[config.mk]
export PLATFORM = sky130hd
export DESIGN_NAME = mem_burst_reader
export DESIGN_NICKNAME = d
export VERILOG_FILES = /design/src/rtl/mem_burst_pkg.sv /design/src/rtl/burst_addr_gen.sv /design/src/rtl/mem_burst_reader.sv
export SDC_FILE = /design/constraint.sdc
export NUM_CORES = 1
export LEC_CHECK = 0
export CORE_MARGIN = 3
export CORE_UTILIZATION = 52
export DETAILED_ROUTE_END_ITERATION = 12
export GPL_TIMING_DRIVEN = 0
export PLACE_DENSITY = 0.85
export SLEW_MARGIN = 20
export SYNTH_ARGS = -nofsm -noshare
export SYNTH_HDL_FRONTEND = slang
export SYNTH_SLANG_ARGS = --single-unit
[constraint.sdc]
create_clock -name Clk -period 5.6 [get_ports Clk]
set_clock_uncertainty 0.1 [all_clocks]
set_input_delay 0.84 -clock Clk [delete_from_list [all_inputs] [get_ports Clk]]
set_output_delay 0.84 -clock Clk [all_outputs]
set_load 0.01 [all_outputs]
[src/rtl/mem_burst_pkg.sv]
`default_nettype none
// ============================================================================
// Module      : mem_burst_pkg
// Description : Shared constants and state encoding for the byte-burst memory
//               reader (mem_burst_reader and its address generator).
// Revision    : 1.0 - initial release
// ============================================================================
package mem_burst_pkg;

    localparam int MAX_BYTES = 16;   // maximum bytes per burst / packed width in bytes
    localparam int ADDR_W    = 8;    // memory address width
    localparam int DATA_W    = 8;    // memory data width
    localparam int CNT_W     = 5;    // width of the Count input (0..MAX_BYTES)

    typedef enum logic [1:0] {
        IDLE = 2'd0,
        READ = 2'd1,
        DONE = 2'd2
    } state_t;

endpackage
`default_nettype wire

[src/rtl/burst_addr_gen.sv]
`default_nettype none
// ============================================================================
// Module      : burst_addr_gen
// Description : Address sequencer for a burst. Holds the beat index, the
//               latched stride and the running address, which wraps modulo
//               2^ADDR_W. Flags the final beat of the burst.
// Ports       : Clk, Rst        - clock, synchronous active-high reset
//               Load            - latch BaseAddr/Stride/Count, index := 0
//               Advance         - step to the next beat (held on last beat)
//               BaseAddr,Stride - first address and per-beat increment
//               Count           - clamped beat count (>=1 when it matters)
//               Address         - current beat address
//               Index           - current beat index
//               LastBeat        - current beat is the final one
// Revision    : 1.0 - initial release
// ============================================================================
module burst_addr_gen #(
    parameter int ADDR_W = 8,
    parameter int CNT_W  = 5
) (
    input  logic              Clk,
    input  logic              Rst,
    input  logic              Load,
    input  logic              Advance,
    input  logic [ADDR_W-1:0] BaseAddr,
    input  logic [ADDR_W-1:0] Stride,
    input  logic [CNT_W-1:0]  Count,
    output logic [ADDR_W-1:0] Address,
    output logic [CNT_W-1:0]  Index,
    output logic              LastBeat
);

    logic [ADDR_W-1:0] r_addr;
    logic [ADDR_W-1:0] r_stride;
    logic [CNT_W-1:0]  r_index;
    logic [CNT_W-1:0]  r_last_idx;

    // The address is accumulated (addr += stride) instead of computing
    // base + index*stride; both agree modulo 2^ADDR_W and this avoids a
    // multiplier. On the last beat the address is held so it stays put
    // while the result is presented.
    always_ff @(posedge Clk) begin
        if (Rst) begin
            r_addr     <= '0;
            r_stride   <= '0;
            r_index    <= '0;
            r_last_idx <= '0;
        end else if (Load) begin
            r_addr     <= BaseAddr;
            r_stride   <= Stride;
            r_index    <= '0;
            // Count==0 never enters the read phase, so the wrapped value
            // produced here is never consulted.
            r_last_idx <= Count - CNT_W'(1);
        end else if (Advance && !LastBeat) begin
            r_addr     <= r_addr + r_stride;
            r_index    <= r_index + CNT_W'(1);
        end
    end

    assign Address  = r_addr;
    assign Index    = r_index;
    assign LastBeat = (r_index == r_last_idx);

endmodule
`default_nettype wire

[src/rtl/mem_burst_reader.sv]
`default_nettype none
// ============================================================================
// Module      : mem_burst_reader
// Description : Reads Count consecutive bytes (clamped to MAX_BYTES) from a
//               byte-wide memory bank starting at BaseAddr, one per cycle,
//               and presents them packed in Data with a Valid/Ack handshake.
//               Optional macro MEM_BURST_STRIDE_EN adds a Stride input so the
//               burst walks base + index*stride (column walks).
// Ports       : Clk, Rst          - clock, synchronous active-high reset
//               Start, BaseAddr,
//               Count, [Stride]   - burst request, sampled in IDLE only
//               Ack               - consumer accepts Data while Valid
//               Address, MemRead,
//               MemWrite          - memory bank control (MemWrite tied 0)
//               ReadData          - combinational read data from the bank
//               Data              - packed result, byte i at [8i+7:8i]
//               Valid             - Data complete and stable
//               Busy              - burst in progress or awaiting Ack
// Revision    : 1.0 - initial release
// ============================================================================
module mem_burst_reader
    import mem_burst_pkg::*;
#(
    parameter int MAX_BYTES = mem_burst_pkg::MAX_BYTES,
    parameter int ADDR_W    = mem_burst_pkg::ADDR_W,
    parameter int DATA_W    = mem_burst_pkg::DATA_W
) (
    input  logic                        Clk,
    input  logic                        Rst,
    input  logic                        Start,
    input  logic [ADDR_W-1:0]           BaseAddr,
`ifdef MEM_BURST_STRIDE_EN
    input  logic [ADDR_W-1:0]           Stride,
`endif
    input  logic [CNT_W-1:0]            Count,
    input  logic                        Ack,
    output logic [ADDR_W-1:0]           Address,
    output logic                        MemRead,
    output logic                        MemWrite,
    input  logic [DATA_W-1:0]           ReadData,
    output logic [MAX_BYTES*DATA_W-1:0] Data,
    output logic                        Valid,
    output logic                        Busy
);

    localparam logic [CNT_W-1:0] c_max_cnt = CNT_W'(MAX_BYTES);

    state_t                        r_state;
    logic                          r_memread;
    logic                          r_valid;
    logic                          r_busy;
    logic [MAX_BYTES*DATA_W-1:0]   r_data;

    logic [CNT_W-1:0]              w_count;
    logic [ADDR_W-1:0]             w_stride;
    logic [CNT_W-1:0]              w_index;
    logic                          w_last;
    logic                          w_load;
    logic                          w_advance;

    assign w_count = (Count > c_max_cnt) ? c_max_cnt : Count;

`ifdef MEM_BURST_STRIDE_EN
    assign w_stride = Stride;
`else
    assign w_stride = ADDR_W'(1);
`endif

    assign w_load    = (r_state == IDLE) && Start;
    assign w_advance = (r_state == READ);

    burst_addr_gen #(
        .ADDR_W (ADDR_W),
        .CNT_W  (CNT_W)
    ) u_addr_gen (
        .Clk      (Clk),
        .Rst      (Rst),
        .Load     (w_load),
        .Advance  (w_advance),
        .BaseAddr (BaseAddr),
        .Stride   (w_stride),
        .Count    (w_count),
        .Address  (Address),
        .Index    (w_index),
        .LastBeat (w_last)
    );

    always_ff @(posedge Clk) begin
        if (Rst) begin
            r_state   <= IDLE;
            r_memread <= 1'b0;
            r_valid   <= 1'b0;
            r_busy    <= 1'b0;
            r_data    <= '0;
        end else begin
            case (r_state)
                IDLE: begin
                    if (Start) begin
                        // Clearing here is what makes bytes beyond the
                        // requested count read back as zero.
                        r_data <= '0;
                        r_busy <= 1'b1;
                        if (w_count == '0) begin
                            r_state <= DONE;
                        end else begin
                            r_state   <= READ;
                            r_memread <= 1'b1;
                        end
                    end
                end
                READ: begin
                    for (int i = 0; i < MAX_BYTES; i++) begin
                        if (w_index == CNT_W'(i)) begin
                            r_data[i*DATA_W +: DATA_W] <= ReadData;
                        end
                    end
                    if (w_last) begin
                        r_state   <= DONE;
                        r_memread <= 1'b0;
                        r_valid   <= 1'b1;
                    end
                end
                DONE: begin
                    // A zero-length burst arrives here with Valid low; it is
                    // raised one edge later, giving a one-edge latency for
                    // N=0 just like N=1. Ack is ignored until Valid is high.
                    if (!r_valid) begin
                        r_valid <= 1'b1;
                    end else if (Ack) begin
                        r_valid <= 1'b0;
                        r_busy  <= 1'b0;
                        r_state <= IDLE;
                    end
                end
                default: begin
                    r_state   <= IDLE;
                    r_memread <= 1'b0;
                    r_valid   <= 1'b0;
                    r_busy    <= 1'b0;
                end
            endcase
        end
    end

    assign MemRead  = r_memread;
    assign MemWrite = 1'b0;
    assign Data     = r_data;
    assign Valid    = r_valid;
    assign Busy     = r_busy;

endmodule
`default_nettype wire
==> results by group, run 1 <==
Status
  – Outcome: finished, final reports clean

Placed design
  – Gpl congestion: 0.797
  – PortBufs: 162
  – DP Wirelength: 11.9 mm

Clocking
  – Clock root buffer: clkbuf_16
  – Count of hold buffers inserted by post-cts repair: 0
  – Sink Count: 152
  – CTS Buffer Depth: 2
  – TritonCTS clock tree: yes
  – Postcts setup bufs: 0
  – Clk pin slew, worst setup/hold paths: 0.06 ns
  – Worst-skew pair later-pin latency: 0.42 ns
  – Num CTS Buffers: 17
  – Post-CTS Resized: 0
  – Number of H-tree levels: 4

Synth
  – Post-Syn Area: 6220 um2
  – Simple-gate share of the synthesized area: 0.157
  – Synthesized area per cell: 9.97 um2
  – Post-synth EDFFs: 0
  – Adder-cell share of the synthesized area: 0.0241
  – Largest cells by area after synthesis: dfxtp_1 (49%), mux2i_1 (22%), nor2_1 (9.0%)
  – Mux contribution to synthesized area: 0.219
  – Primary FF master, synth: dfxtp_1
  – Largest family of logic cells by synthesized area: multiplexers
  – Post-synth top area cell: dfxtp_1
  – Synth cell types: 44
  – Yosys top cell area share: 0.489
  – Seq cells post-synth: 152
  – Syn Nets: 661
  – Ys async rst share: 0
  – Sequential fraction of the synthesis area: 0.489
  – Post-synthesis compound-gate area fraction: 0.0519
  – Xor/xnor share of the synthesized area: 0.0195
  – Syn Inst Count: 624
  – Ys Warns: 0

Floorplan
  – Die height: 115 um
  – Placement Rows: 39
  – Core area: 11600 um2
  – Die area: 13300 um2
  – Ports: 165
  – Starting density of the core: 0.538
  – Die W: 115 um

STA
  – Max Clock Freq: 0.370 GHz
  – Hold Vio Cnt, Final: 0
  – Period utilization: 0.483
  – Final TNS setup: 0 ns
  – Setup violations, final: 0
  – Max-slew violations: 0
  – Slew @ Worst Pin: 0.719 ns
  – RSZ-0062 raised after global routing: no
  – Hold slack: 0.380 ns
  – Period minus WS final: 2.70 ns
  – Slew HR: 0.521

Setup path
  – CP delay by family, top: buffers and inverters
  – Worst path max stage delay: 0.57 ns
  – Slowest stage cell, crit path: clkbuf_1
  – Worst Path Required: 5.85 ns
  – Crit. End Element: flip-flop
  – Crit path kind: flip-flop to flip-flop
  – Worst Path Buf+Inv: 4
  – CP startpoint kind: flip-flop
  – Arrival time worst endpoint: 2.95 ns
  – Cell Chain, Critical Path: inv_1, ha_1, clkbuf_1, and2_1, clkbuf_1, clkbuf_1, mux2i_1, nor2_1
  – Crit-path most repeated cell: clkbuf_1
  – CP Max Fanout: 10

GRT
  – GRT overflow: 0
  – Met2 GRT Util: 0.416
  – Largest net degree at the start of global routing: 17
  – Met3 GRT Util: 0.110
  – First-pass GRT wire length: 26.4 mm
  – Busiest grt layer: met2
  – GR Util met1: 0.301
  – Initial antenna violation count: 0
  – All-Layer GR Usage: 0.254
  – Vias in the first global route: 5102

Routing
  – Vias: 5041
  – DRT Pass-1 Iters: 4
  – WL final: 16.6 mm
  – Wire per inst: 17.4 um
  – Vias per Instance: 5.26
  – Post-route ant nets: 0
  – DRT iter0 DRCs: 232
  – DRC Markers: 0

Worst hold path
  – Hold/Removal Path Class: flip-flop to flip-flop

Finish
  – Most frequent cells in the layout: clkdlybuf4s50_1 (162), dfxtp_1 (152), nor2_1 (149)
  – Layout cell share with drive strength beyond 1: 0.0773
  – Util after Layout: 0.743
  – Number of diodes: 0
  – Nets: 842
  – Syn-to-layout area delta: 38.1%
  – Commonest non-fill, non-tap cell in the layout: clkdlybuf4s50_1

Pwr
  – Power Density: 451 nW/um2
  – VDD IR max: 261 uV
  – Leak pwr: 3.34 nW

Run
  – Max cap viols: 0
==> worst min-delay path, delay by kind of cell (launching register included) <==
kind	cells	cell delay, ns
flip-flops	1	0.31
multiplexers	1	0.06
AND/OR/NAND/NOR	1	0.07
==> cell usage after synthesis (2+ instances only) <==
master       n
buf_4        3
dfxtp_1    152
xnor2_1      7
nor2_1     149
xor2_1       5
nor2_4      10
nor3b_1      2
buf_6        2
buf_2        3
a21oi_1     20
a2111oi_2    2
nand4_1      2
nor3_1       9
mux2i_1    136
inv_1       10
and2_1       9
clkbuf_1    36
nor2_2       6
nand2b_1     6
nand3_1      2
a211oi_1    13
nand2_1      6
ha_1        12
a21oi_2      2
==> per-stage QoR <==
step	total power [W]	area [um2]	cells	setup WS (ns)
global placement	0.00275	8020	929	2.66
finish	0.00387	8590	958	2.90
floorplan	0.00231	6220	624	3.44
detailed placement	0.00278	8020	929	2.61
CTS	0.00389	8590	958	2.85
global route	0.00406	8590	958	2.66
==> final timing paths <==
| check | from | to | slack, ns | cells after the start |
|---|---|---|---|---|
| max | r_state[1]$_SDFFE_PP0P_ | Data[80]$_SDFFE_PP0P_ | 2.90 | 8 |
| min reg2reg | MemRead$_SDFFE_PP0P_ | MemRead$_SDFFE_PP0P_ | 0.38 | 2 |
| min | MemRead$_SDFFE_PP0P_ | MemRead$_SDFFE_PP0P_ | 0.38 | 2 |
| max reg2reg | r_state[1]$_SDFFE_PP0P_ | Data[80]$_SDFFE_PP0P_ | 2.90 | 8 |
==> registers in the layout, summed over array words and instances, names as in the netlist <==
| signal | count |
|---|---|
| Busy | 1 |
| u_addr_gen.Address | 8 |
| u_addr_gen.Index | 5 |
| Valid | 1 |
| r_state | 2 |
| Data | 128 |
| MemRead | 1 |
| u_addr_gen.r_last_idx | 5 |
| u_addr_gen.r_stride | 1 |
==> routing by layer <==
metal | share of wire | wire length [um]
met5 | 0 | 0
met4 | 0.021 | 348
met3 | 0.091 | 1520
met2 | 0.47 | 7750
met1 | 0.42 | 7000
==> kinds of logic after synthesis <==
| family | after synthesis |
|---|---|
| compound gates | 45 |
| xor+xnor | 13 |
| fa+ha+maj | 12 |
| buf+inv | 56 |
| flops | 152 |
| mux | 136 |
| other cells | 1 |
| simple gates | 209 |
==> report_power, final <==
part / switching [W] / internal (W) / leakage [nW]
combinational: 0.000804 / 0.000654 / 1.82
sequential: 0.0000924 / 0.00122 / 1.23
clock: 0.000425 / 0.000679 / 0.283
==> layout make-up <==
class,count,area [um2]
plain buffers,45,199
clock buffers,20,467
repair buffers,162,1620
fillers,825,2980
multi-input cells,416,2940
inverters,11,41.3
clock inverters,9,101
well taps,143,179
flip-flops and latches,152,3040
Power figures use the tool's default switching activity.
==> inputs of run 2 (changes only) <==
CORE_UTILIZATION = 49   (was 52)
PLACE_DENSITY = 0.81   (was 0.85)
clock period = 2.66 ns   (was 5.6 ns; I/O delays follow)
==> run 2 against run 1 <==
Net effect:
- global-route usage shrank 0.60 points
- count of clock-buffer cells in the layout shrank 1
- die area grew 5.8%
- combinational power grew 110%
==> results by group, run 2 (same netlist as run 1, synthesis figures left out) <==
Floorplan
  – Starting density of the core: 0.509 (-0.0285)
  – Die area: 14100 um2 (+5.8%)
  – Die W: 119 um (+2.9%)
  – Die height: 119 um (+2.9%)
  – Ports: 165 (unchanged)
  – Core area: 12200 um2 (+5.6%)
  – Placement Rows: 40 (+2.6%)

Pwr
  – Total power: 0.00848 W (+120%)
  – Leak pwr: 3.39 nW (+1.5%)
  – Power Density: 974 nW/um2 (+120%)
  – VDD IR max: 498 uV (+91%)

Finish
  – Number of diodes: 0 (unchanged)
  – Layout cell share with drive strength beyond 1: 0.0905 (+0.0132)
  – Commonest non-fill, non-tap cell in the layout: clkdlybuf4s50_1
  – Final Non-Filler Cells: 986 (+2.9%)
  – Max reg flops: 128 (unchanged)
  – Most frequent cells in the layout: clkdlybuf4s50_1 (162), dfxtp_1 (152), nor2_1 (149)
  – Syn-to-layout area delta: 40.0%
  – Fillers: 978 (+19%)
  – Nets: 842 (unchanged)

Clocking
  – CTS Buffer Depth: 2 (unchanged)
  – Worst-skew pair later-pin latency: 0.42 ns (about the same)
  – Sink Count: 152 (unchanged)
  – Number of H-tree levels: 4 (unchanged)
  – Postcts setup bufs: 0 (unchanged)
  – Clock root buffer: clkbuf_16
  – Clk pin slew, worst setup/hold paths: 0.06 ns (about the same)
  – Num CTS Buffers: 17 (unchanged)
  – Count of hold buffers inserted by post-cts repair: 0 (unchanged)
  – TritonCTS clock tree: yes

STA
  – Slew @ Worst Pin: 0.612 ns (-0.107 ns)
  – Final TNS setup: 0 ns (unchanged)
  – Slew HR: 0.592 (+0.0709)
  – Setup violations, final: 0 (unchanged)
  – Max-slew violations: 0 (unchanged)
  – Max Clock Freq: 0.421 GHz (+14%)
  – Period minus WS final: 2.38 ns (-0.327 ns)
  – Period utilization: 0.893 (+0.411)
  – RSZ-0062 raised after global routing: no
  – Final setup margin: 0.284 ns (-2.61 ns)
  – Hold Vio Cnt, Final: 0 (unchanged)

Setup path
  – RR Endpoint: Data[73]$_SDFFE_PP0P_
  – Crit. End Element: flip-flop
  – Worst Path Required: 2.92 ns (-2.93 ns)
  – Arrival time worst endpoint: 2.63 ns (-0.32 ns)
  – Worst r2r src: r_state[1]$_SDFFE_PP0P_
  – CP startpoint kind: flip-flop
  – Crit-path most repeated cell: clkbuf_2
  – Worst path max stage delay: 0.41 ns (-0.16 ns)
  – Worst reg-to-reg setup slack: 0.28 ns (-2.61 ns)
  – Crit path kind: flip-flop to flip-flop
  – CP Max Fanout: 10 (unchanged)
  – Slowest stage cell, crit path: clkbuf_2
  – FF-to-FF path depth: 8 (unchanged)
  – Cell Chain, Critical Path: inv_1, ha_1, clkbuf_2, and2_1, clkbuf_1, clkbuf_2, mux2i_1, nor2_1

GRT
  – Vias in the first global route: 5145 (+0.84%)
  – GRT overflow: 0 (unchanged)
  – Initial antenna violation count: 0 (unchanged)
  – Largest net degree at the start of global routing: 17 (unchanged)
  – First-pass GRT wire length: 27.7 mm (+4.9%)
  – All-Layer GR Usage: 0.248 (-0.00597)

Run
  – Max cap viols: 0 (unchanged)

Routing
  – Vias: 5038 (-0.060%)
  – Post-route ant nets: 0 (unchanged)
  – DRC Markers: 0 (unchanged)
  – Vias per Instance: 5.11 (-2.9%)
  – DRT Pass-1 Iters: 4 (unchanged)
  – WL final: 17.2 mm (+3.7%)
  – Wire per inst: 17.5 um (+0.77%)
  – DRT iter0 DRCs: 274 (+18%)

Placed design
  – DP Wirelength: 12.4 mm (+3.5%)
  – PortBufs: 162 (unchanged)
  – Placed insts: 954 (+2.7%)
  – Place WS: -0.123 ns (-2.73 ns)
  – Gpl congestion: 0.795 (-0.28%)

Worst hold path
  – Hold Path Depth: 2 (unchanged)
  – Hold path endpoint: u_addr_gen.Index[4]$_SDFFE_PP0P_
  – Hold/Removal Path Class: input port to flip-flop
  – Worst Min Path Start: Rst

Status
  – Outcome: finished, final reports clean
run 2: cell types whose count changed in the layout (fill, tap and decap cells not counted):
cell and change:
clkbuf_8 -1, clkinv_4 +1, bufinv_16 +2, clkinv_2 -4, clkbuf_1 -8, clkbuf_2 +8, clkinvlp_4 +2, inv_6 +3
run 2: worst max-delay path, delay by kind of cell (launching register included):
family | cells | cell delay [ns]
muxes | 1 | 0.15
and+or+nand+nor | 2 | 0.28
buffers and inverters | 4 | 1.14
DFF | 1 | 0.32
adders and majority gates | 1 | 0.32
run 2: cell type report:
class                      count  area (um2)  share of cell area
sequential                   152        3040               0.349
clock inverter                13         191              0.0220
timing repair buffer         162        1620               0.186
inverter                      11        41.3             0.00474
clock buffer                  19         453              0.0520
tap                          168         210              0.0241
multi-input combinational    416        2940               0.337
buffer                        45         209              0.0240
run 2: worst max-delay path by stage:
stage	end	from	cells past startpoint
final	Data[73]$_SDFFE_PP0P_	r_state[1]$_SDFFE_PP0P_	8
after global routing	Data[89]$_SDFFE_PP0P_	r_state[1]$_SDFFE_PP0P_	8
after CTS	Data[93]$_SDFFE_PP0P_	r_state[1]$_SDFFE_PP0P_	8
after detailed placement	Data[73]$_SDFFE_PP0P_	r_state[1]$_SDFFE_PP0P_	8
after global placement	Data[49]$_SDFFE_PP0P_	r_state[1]$_SDFFE_PP0P_	8
after floorplan	Data[39]$_SDFFE_PP0P_	r_state[0]$_SDFFE_PP0P_	10
run 2: what timing repair did:
action                     4_1_cts  5_1_grt
setup endpoints to repair       33       25
pin swaps                        0        0
resized for setup                5        6
run 2: power by group:
| group | leakage (nW) | switching, W | internal, W | total (W) |
|---|---|---|---|---|
| combinational | 1.85 | 0.00172 | 0.00138 | 0.00310 |
| clock | 0.307 | 0.000983 | 0.00163 | 0.00261 |
| sequential | 1.23 | 0.000197 | 0.00257 | 0.00277 |
| total | 3.39 | 0.00290 | 0.00558 | 0.00848 |
run 2: stage by stage:
stage               instance area, um2   util  hold WS (ns)
floorplan                         6220      -         0.345
global placement                  8050  0.659         0.367
detailed placement                8050  0.659         0.376
CTS                               8700  0.713         0.324
global route                      8710  0.713         0.361
finish                            8710  0.713         0.333
run 2: metal layers:
layer	GRT usage	share of wire
met1	0.288	0.41
met2	0.411	0.48
met3	0.111	0.090
met4	0.0782	0.018
met5	0	0
==> inputs of run 3 (changes only) <==
CORE_ASPECT_RATIO = 0.75   (was not set)
==> run 3 against run 2 <==
Net effect:
- setup slack lost 0.013 ns
- via count rose by 0.28%
- global-route usage down 0.35 points
- largest cell class unchanged
==> results by group, run 3 (same netlist as run 1, synthesis figures left out) <==
Status
  – Outcome: finished, final reports clean

Floorplan
  – Die area: 14100 um2 (about the same)
  – Die W: 136 um (+15%)
  – Die height: 104 um (-13%)
  – Ports: 165 (unchanged)
  – Placement Rows: 34 (-15%)
  – Starting density of the core: 0.519 (+0.00914)
  – Core area: 12000 um2 (-1.8%)

Setup path
  – Worst reg-to-reg setup slack: 0.27 ns (about the same)
  – CP startpoint kind: flip-flop
  – Crit path kind: flip-flop to flip-flop
  – FF-to-FF path depth: 8 (unchanged)
  – CP Max Fanout: 10 (unchanged)
  – Crit-path most repeated cell: clkbuf_2
  – Cell Chain, Critical Path: inv_1, ha_1, clkbuf_2, and2_1, clkbuf_1, clkbuf_2, mux2i_1, nor2_1
  – Worst path max stage delay: 0.38 ns (-0.03 ns)
  – Arrival time worst endpoint: 2.63 ns (about the same)
  – Slowest stage cell, crit path: clkbuf_1
  – Worst Path Required: 2.91 ns (about the same)
  – Worst r2r src: r_state[1]$_SDFFE_PP0P_
  – RR Endpoint: Data[52]$_SDFFE_PP0P_
  – Setup crit end: Data[52]$_SDFFE_PP0P_
  – Setup crit start: r_state[1]$_SDFFE_PP0P_
  – Crit. End Element: flip-flop

Pwr
  – Switching share of power: 0.339 (-0.00261)
  – Sequential power share: 0.325 (about the same)
  – Internal power: 0.00563 W (+0.89%)
  – Total power: 0.00852 W (+0.49%)
  – Gate power share: 0.364 (-0.002)
  – Clock power share: 0.312 (+0.004)
  – Leak pwr: 3.39 nW (about the same)
  – VDD IR max: 592 uV (+19%)
  – Power Density: 979 nW/um2 (+0.52%)
  – Sw Pwr: 0.00289 W (-0.28%)

Clocking
  – Clk pin slew, worst setup/hold paths: 0.06 ns (about the same)
  – TritonCTS clock tree: yes
  – Sink Count: 152 (unchanged)
  – CTS Buffer Depth: 2 (unchanged)
  – Number of H-tree levels: 4 (unchanged)
  – Clock root buffer: clkbuf_16
  – Worst-skew pair later-pin latency: 0.41 ns (about the same)
  – Num CTS Buffers: 17 (unchanged)
  – Count of hold buffers inserted by post-cts repair: 0 (unchanged)

Routing
  – DRT Pass-1 Iters: 5 (+1)
  – WL final: 17.1 mm (-0.70%)
  – Vias: 5052 (+0.28%)
  – DRT iter0 DRCs: 239 (-13%)
  – Wire per inst: 17.5 um (about the same)
  – DRC Markers: 0 (unchanged)
  – Vias per Instance: 5.16 (+0.89%)
  – Post-route ant nets: 0 (unchanged)

Finish
  – Nets: 842 (unchanged)
  – Number of diodes: 0 (unchanged)
  – Syn-to-layout area delta: 39.9% (about the same)
  – Fillers: 895 (-8.5%)
  – Cell area after layout: 8700 um2 (about the same)
  – Commonest non-fill, non-tap cell in the layout: clkdlybuf4s50_1
  – Sequential Area: 3040 um2 (unchanged)
  – Area occupied by multi-input gates: 2940 um2 (unchanged)
  – Max reg flops: 128 (unchanged)
  – Most frequent cells in the layout: clkdlybuf4s50_1 (162), dfxtp_1 (152), nor2_1 (149)
  – Layout cell share with drive strength beyond 1: 0.0880 (-0.00244)

Placed design
  – DP Wirelength: 12.3 mm (-0.75%)
  – Gpl congestion: 0.862 (+8.4%)
  – PortBufs: 162 (unchanged)
  – Post-place instance area: 8050 um2 (about the same)
  – Place WS: -0.0978 ns (+0.0251 ns)

STA
  – Period utilization: 0.898 (+0.00485)
  – Final setup margin: 0.271 ns (-0.0129 ns)
  – Hold Vio Cnt, Final: 0 (unchanged)
  – Period minus WS final: 2.39 ns (+0.0129 ns)
  – Setup violations, final: 0 (unchanged)
  – Slew @ Worst Pin: 0.644 ns (+0.0321 ns)
  – Hold slack: 0.330 ns (-0.00292 ns)
  – Slew HR: 0.570 (-0.0214)
  – Max-slew violations: 0 (unchanged)
  – Final TNS setup: 0 ns (unchanged)
  – RSZ-0062 raised after global routing: no
  – Max Clock Freq: 0.419 GHz (-0.54%)

Worst hold path
  – Hold/Removal Path Class: input port to flip-flop
  – Worst Min Path Start: Rst

GRT
  – All-Layer GR Usage: 0.245 (-0.00353)
  – Initial antenna violation count: 0 (unchanged)
  – Largest net degree at the start of global routing: 17 (unchanged)
  – GRT overflow: 0 (unchanged)
  – Vias in the first global route: 5142 (-0.058%)
  – First-pass GRT wire length: 27.4 mm (-1.0%)

Run
  – Max cap viols: 0 (unchanged)
-- run 3: area by class of cell --
cell class / count / area share
flip-flops and latches: 152 / 0.350
multi-input cells: 416 / 0.338
repair buffers: 162 / 0.186
clock buffers: 19 / 0.0497
clock inverters: 13 / 0.0249
plain buffers: 45 / 0.0240
well taps: 162 / 0.0233
inverters: 11 / 0.00474
-- run 3: per-layer routing --
metal	GRT usage	part of all wire
met4	0.0597	0.010
met1	0.314	0.44
met2	0.396	0.46
met3	0.0862	0.086
met5	0	0
-- run 3: critical path, delay by kind of cell (launching register included) --
family                   cells  cell delay [ns]
AND/OR/NAND/NOR              2             0.29
buffers and inverters        4             1.13
adder cells (fa/ha/maj)      1             0.35
multiplexers                 1             0.12
flip-flops                   1             0.32
-- run 3: worst min-delay path by stage --
stage | end | slack, ns | cells after the start
2_1_floorplan | u_addr_gen.r_stride[0]$_SDFFE_PP0P_ | 0.34 | 2
3_3_place_gp | u_addr_gen.r_stride[0]$_SDFFE_PP0P_ | 0.37 | 2
3_5_place_dp | u_addr_gen.r_stride[0]$_SDFFE_PP0P_ | 0.37 | 2
4_1_cts | u_addr_gen.Index[4]$_SDFFE_PP0P_ | 0.34 | 2
5_1_grt | u_addr_gen.Index[4]$_SDFFE_PP0P_ | 0.39 | 2
6_report | u_addr_gen.Index[4]$_SDFFE_PP0P_ | 0.33 | 2
-- run 3: what timing repair did --
action                                  4_1_cts  5_1_grt
gates resized for setup                       6        4
endpoints found under the setup margin       46       24
buffers inserted                              0        0
-- run 3: power by group through the flow --
stage               registers (W)  logic [W]  clock network [W]
detailed placement        0.00281    0.00307                  0
global placement          0.00279    0.00300                  0
CTS                       0.00277    0.00311            0.00269
floorplan                 0.00288    0.00197                  0
global route              0.00280    0.00333            0.00279
finish                    0.00277    0.00310            0.00266
-- run 3: per-stage QoR --
step,util,instances
floorplan,-,624
global placement,0.671,948
detailed placement,0.671,948
CTS,0.725,980
global route,0.726,980
finish,0.726,980
